<file path="src/rtl/mkio_rx_pkg.sv">
// Shared types and constants for the MKIO receive buffer controller.
package mkio_rx_pkg;
    typedef enum logic [1:0] {
        S_IDLE = 2'd0,
        S_RECV = 2'd1,
        S_FULL = 2'd2,
        S_ERR  = 2'd3
    } rx_state_t;

    typedef enum logic [1:0] {
        ERR_NONE    = 2'b00,
        ERR_TIMEOUT = 2'b01,
        ERR_SHORT   = 2'b10,
        ERR_OVERRUN = 2'b11
    } rx_err_t;

    localparam int CMD_CNT_W        = 5;
    // A zero word-count field in the command word means a full 32-word message.
    localparam int COUNT_ZERO_WORDS = 32;
endpackage

</file>
<file path="src/rtl/mkio_word_timer.sv">
// Inter-word gap timer; saturates at TIMEOUT, which is reported as expiry.
module mkio_word_timer #(
    parameter int TIMEOUT = 50
) (
    input  logic clock,
    input  logic reset,
    input  logic clear,
    input  logic enable,
    output logic expired
);
    localparam int TW = $clog2(TIMEOUT + 1);

    logic [TW-1:0] count;

    always_ff @(posedge clock or posedge reset) begin
        if (reset)
            count <= '0;
        else if (clear)
            count <= '0;
        else if (enable && !expired)
            count <= count + 1'b1;
    end

    assign expired = (count == TW'(TIMEOUT));
endmodule

</file>
<file path="src/rtl/mkio_rx_buf_ctrl.sv">
// Receive buffer controller: stores message data words into an external RAM
// and serves host reads of that RAM while no message is in progress.
module mkio_rx_buf_ctrl
    import mkio_rx_pkg::*;
#(
    parameter int DATA_WIDTH = 16,
    parameter int ADDR_WIDTH = 5,
    parameter int TIMEOUT    = 50
) (
    input  logic                  clock,
    input  logic                  reset,
    input  logic                  cmd_valid,
    input  logic [DATA_WIDTH-1:0] cmd_word,
    input  logic                  data_valid,
    input  logic [DATA_WIDTH-1:0] data_word,
    input  logic                  msg_end,
    input  logic                  host_rd_req,
    input  logic [ADDR_WIDTH-1:0] host_rd_addr,
    output logic [DATA_WIDTH-1:0] host_rd_data,
    output logic                  host_rd_valid,
    output logic [DATA_WIDTH-1:0] mem_data,
    output logic [ADDR_WIDTH-1:0] mem_write_addr,
    output logic                  mem_we,
    output logic [ADDR_WIDTH-1:0] mem_read_addr,
    input  logic [DATA_WIDTH-1:0] mem_q,
    output logic                  busy,
    output logic                  msg_done,
    output logic                  msg_error,
    output logic [1:0]            err_code,
    output logic [ADDR_WIDTH:0]   word_cnt
);
    localparam int CNT_W = ADDR_WIDTH + 1;

    rx_state_t             state, state_nx;
    rx_err_t               err_q, err_nx;
    logic [CNT_W-1:0]      exp_cnt, cnt_inc;
    logic [ADDR_WIDTH-1:0] wr_ptr;
    logic                  do_write, done_set, err_set, tmr_expired;
    logic                  unused_cmd_bits;

    assign unused_cmd_bits = ^cmd_word[DATA_WIDTH-1:CMD_CNT_W];

    mkio_word_timer #(.TIMEOUT(TIMEOUT)) u_timer (
        .clock   (clock),
        .reset   (reset),
        .clear   (cmd_valid | data_valid),
        .enable  ((state == S_RECV) || (state == S_FULL)),
        .expired (tmr_expired)
    );

    assign cnt_inc = word_cnt + 1'b1;

    always_comb begin
        state_nx = state;
        err_nx   = ERR_NONE;
        do_write = 1'b0;
        done_set = 1'b0;
        err_set  = 1'b0;
        if (cmd_valid) begin
            state_nx = S_RECV;
        end else begin
            case (state)
                S_RECV: begin
                    // A data word in the same cycle as msg_end is counted before msg_end is judged.
                    if (data_valid) begin
                        do_write = 1'b1;
                        if (cnt_inc == exp_cnt) begin
                            if (msg_end) begin
                                done_set = 1'b1;
                                state_nx = S_IDLE;
                            end else begin
                                state_nx = S_FULL;
                            end
                        end else if (msg_end) begin
                            err_set  = 1'b1;
                            err_nx   = ERR_SHORT;
                            state_nx = S_ERR;
                        end
                    end else if (msg_end) begin
                        err_set  = 1'b1;
                        err_nx   = ERR_SHORT;
                        state_nx = S_ERR;
                    end else if (tmr_expired) begin
                        err_set  = 1'b1;
                        err_nx   = ERR_TIMEOUT;
                        state_nx = S_ERR;
                    end
                end
                S_FULL: begin
                    if (data_valid) begin
                        err_set  = 1'b1;
                        err_nx   = ERR_OVERRUN;
                        state_nx = S_ERR;
                    end else if (msg_end || tmr_expired) begin
                        done_set = 1'b1;
                        state_nx = S_IDLE;
                    end
                end
                default: state_nx = S_IDLE;
            endcase
        end
    end

    always_ff @(posedge clock or posedge reset) begin
        if (reset) begin
            state          <= S_IDLE;
            err_q          <= ERR_NONE;
            exp_cnt        <= '0;
            word_cnt       <= '0;
            wr_ptr         <= '0;
            mem_we         <= 1'b0;
            mem_write_addr <= '0;
            mem_data       <= '0;
            msg_done       <= 1'b0;
            host_rd_valid  <= 1'b0;
        end else begin
            state         <= state_nx;
            mem_we        <= do_write;
            msg_done      <= done_set;
            host_rd_valid <= host_rd_req && (state == S_IDLE);
            if (do_write) begin
                mem_write_addr <= wr_ptr;
                mem_data       <= data_word;
                word_cnt       <= cnt_inc;
                // The last slot is never followed by another write in the same message.
                if (wr_ptr != '1)
                    wr_ptr <= wr_ptr + 1'b1;
            end
            if (cmd_valid) begin
                exp_cnt  <= (cmd_word[CMD_CNT_W-1:0] == '0) ? CNT_W'(COUNT_ZERO_WORDS)
                                                            : CNT_W'(cmd_word[CMD_CNT_W-1:0]);
                word_cnt <= '0;
                wr_ptr   <= '0;
                err_q    <= ERR_NONE;
            end else if (err_set) begin
                err_q <= err_nx;
            end
        end
    end

    assign busy          = (state != S_IDLE);
    assign msg_error     = (state == S_ERR);
    assign err_code      = err_q;
    assign mem_read_addr = host_rd_addr;
    assign host_rd_data  = host_rd_valid ? mem_q : '0;
endmodule

</file>
<file path="config.mk">
export PLATFORM = sky130hd
export DESIGN_NAME = mkio_rx_buf_ctrl
export DESIGN_NICKNAME = d
export VERILOG_FILES = /design/src/rtl/mkio_rx_pkg.sv /design/src/rtl/mkio_word_timer.sv /design/src/rtl/mkio_rx_buf_ctrl.sv
export SDC_FILE = /design/constraint.sdc
export NUM_CORES = 1
export LEC_CHECK = 0
export CAP_MARGIN = 10
export CORE_AREA = 5 5 86 88
export DETAILED_ROUTE_END_ITERATION = 12
export DIE_AREA = 0 0 91 93
export PLACE_DENSITY_LB_ADDON = 0.2
export SYNTH_ARGS = -nofsm -noshare
export SYNTH_HDL_FRONTEND = slang
export SYNTH_SLANG_ARGS = --single-unit
</file>
<file path="constraint.sdc">
create_clock -name clock -period 2.7 [get_ports clock]
set_input_delay 0.81 -clock clock [delete_from_list [all_inputs] [get_ports clock]]
set_output_delay 0.81 -clock clock [all_outputs]
set_load 0.005 [all_outputs]
</file>
==> results.md, run 1 <==
- Outcome: completed
- Delay of the slowest cell on the worst path: about 0.5 ns
- CTS root buf: clkbuf_8
- Core Area: 6570 µm²
- Number of global-route vias before repair: 2156
- DRT Pass-1 Iters: 4
- Power Density: 703 nW/µm²
- Fin. Hold Viols: 0
- Io pins: 114
- Synth Flop Type: dfrtp_1
- CTS max path bufs: 2
- Layout cells sized above 1: 8.85%
- Yosys top cell area share: about half
- Rows: 30
- Leakage power: approximately 1.8 nW
- Post-synth ARST share: 100%
- DR WL/cell: 13.8 µm
- Worst hold path type: register to register
- Syn Inst Count: roughly 280
- Clock sink count: 51
- CTS tree: yes
- Initial core utilization: ~40%
- Layout fillers: 603
- Most frequent cell after synthesis: nand2_1
- YS warnings: 0
- Pwr Total: around 0.0026 W
- First-pass GRT wire length: between 10 and 15 mm
- Number of synthesized flops with an enable pin: 0
- Register bit total from synthesis: slightly above 50
- VDD IR max: 416 µV
- Die H: 93 µm
- H-tree levels: 2
- Most frequent CP cell: clkdlybuf4s50_1
- Ant diodes: 0
- Reg area: 1280 µm²
- CP Capture Type: output pin
- DRC marker count from the first detailed-route iteration: 92
- Smallest hold slack: 0.478 ns
- Gr usage total: about 15%
- Worst-Margin Slew: 0.331 ns
- Post-DRT Antenna Nets: 0
- WL final: a little over 6 mm
- Max Cap Viol: 0
- Post-synthesis cell type count: 47
- Relative slew slack: 77.8%
- DR vias/cell: about 5.0
- Final setup fails: 0
- Number of remaining DRC errors: 0
- WP data arrival: 1.86 ns
- Clock Skew: 0.00448 ns
- Crit share post-route: a little over nine tenths
- Vias: 2247
- Worst Path Required: roughly 1.9 ns
- CP Buf/Inv Count: 2
- Synth cell count leaders: nand2_1 (70), dfrtp_1 (51), and2_1 (18), nor2_1 (18), a21oi_1 (12)
- GR Overflow Total: 0
- Synth area leaders: dfrtp_1 (48%), nand2_1 (10%), and2_1 (4.3%)
- Final max-slew violation count: 0
- Crit path kind: primary input to output pin
- GPL Wtd Cong: ~0.8
- Worst-path clk slew: 0.09 ns
- Synthesized net count: around 350
- RSZ-0062 raised after global routing: false
- Post-DP HPWL: 4.61 mm
- Num CTS Buffers: 5
- Die area: about 8500 µm²
- Nets: 441
- Initial antenna violation count: 0
- Die Width: between 90 and 100 µm
- Worst Setup Start Kind: primary input
- Worst-path cell chain: clkdlybuf4s50_1, and2_1, clkdlybuf4s50_1
- Mapped Area: 2640 µm²
- CTS Hold Bufs: 0
- Minimum clock period: 2.67 ns
- Avg Inst Size Synth: 9.30 µm²
- P&R area growth vs syn: 42.3%
- Fmax: 374 MHz
- Crit Path Max Fanout: 1
- Biggest area consumer among synthesized cells: dfrtp_1
- Sequential share of the synthesized area: between 40% and 50%
- PortBufs: 92
- Worst-Skew Late Latency: 0.30 ns
- Multi-input gate area: 1230 µm²
- Largest net degree at the start of global routing: 52
- Slowest cell on the critical path: clkdlybuf4s50_1
- Top delay family on crit path: buffers and inverters
registers in the layout, indices dropped and copies added (netlist names):
signal / cells
mem_data: 16
msg_done: 1
exp_cnt: 6
err_code: 2
mem_write_addr: 5
mem_we: 1
state: 2
word_cnt: 6
host_rd_valid: 1
u_timer.count: 6
wr_ptr: 5
per-layer routing:
metal	track usage, %	vias to the layer above	part of all wire [%]
met1	19.6	1048	46
met4	3.79	0	0.83
li1	-	1109	-
met2	24.0	82	47
met3	4.02	8	6.6
met5	0	-	0
cells in the final DEF (no fill, tap or decap), types with 2 or more instances in the layout:
cell              n
mux2_2            5
nor3_1            3
buf_4             6
clkbuf_8          5
nor2_1           18
clkdlybuf4s50_1  81
xnor2_1           8
or3_1             3
and2_1           18
o21ai_0           7
xor2_1            8
inv_1             9
o221ai_1          2
dlygate4sd2_1     3
nand2_1          70
o31ai_1           4
dlymetal6s2s_1    8
dfrtp_1          51
or2_2             3
nand2_2           2
ha_1              9
nand2b_1          2
a21oi_1          12
nand4_1           3
nor2b_1           3
nand3_1           5
worst paths after layout:
check | start | to | slack [ns] | cells after the start
max in group asynchronous | reset | state[0] | 1.61 | 3
hold reg to reg | mem_data[13] | mem_data[13] | 0.48 | 2
hold / removal | mem_data[13] | mem_data[13] | 0.48 | 2
setup / recovery | mem_q[15] | host_rd_data[15] | 0.03 | 3
setup reg to reg | word_cnt[0] | state[0] | 0.56 | 6
min in group asynchronous | reset | mem_data[14] | 0.86 | 3
stage by stage:
step | setup slack, ns | std cells | utilization [%] | instance area (µm²) | setup TNS, ns
global placement | -0.00994 | 446 | 55.3 | 3630 | -0.0179
floorplan | 0.660 | 284 | - | 2640 | 0
global route | 0.000685 | 453 | 57.2 | 3760 | 0
finish | 0.0272 | 453 | 57.2 | 3760 | 0
detailed placement | -0.0202 | 446 | 55.3 | 3630 | -0.0401
CTS | 0.00874 | 453 | 56.9 | 3740 | 0
logic make-up after synthesis:
kind of cell,share of synthesized area [%]
AOI/OAI and AO/OA,9.67
xor gates and xnor gates,5.31
adders and majority gates,4.27
buffers and inverters,4.88
DFF,48.3
muxes,2.51
and+or+nand+nor,25.0
tightest hold or removal path, delay by kind of cell, from the launching register on:
family	cells	cell delay (ns)
and+or+nand+nor	2	0.10
DFF	1	0.35
timing repair:
action                                  4_1_cts  5_1_grt
setup buffers                                 0        0
endpoints found under the setup margin        3        8
resized for setup                             3        8
power breakdown:
| part | leakage, nW | internal [W] | switching, W |
|---|---|---|---|
| Combinational | 1.09 | 0.000603 | 0.000449 |
| Sequential | 0.668 | 0.000945 | 0.000129 |
| Clock | 0.0502 | 0.000271 | 0.000245 |
| Total | 1.81 | 0.00182 | 0.000823 |
cell type report:
type                       instances  share of cell area, %
clock buffer                       5                   1.83
sequential                        51                   34.0
inverter                          10                  0.999
timing repair buffer              99                   26.7
multi-input combinational        206                   32.9
tap                               80                   2.66
clock inverter                     2                  0.999
Note: power is estimated with default switching activity, not from simulation.
==> run 2: changes to the inputs <==
--- a/config.mk
+++ b/config.mk
@@ -13,3 +13,4 @@
 export SYNTH_ARGS = -nofsm -noshare
 export SYNTH_HDL_FRONTEND = slang
 export SYNTH_SLANG_ARGS = --single-unit
+export TNS_END_PERCENT = 100
==> results of run 2 <==
The final DEF is identical to that of run 1; final timing and power are the same.
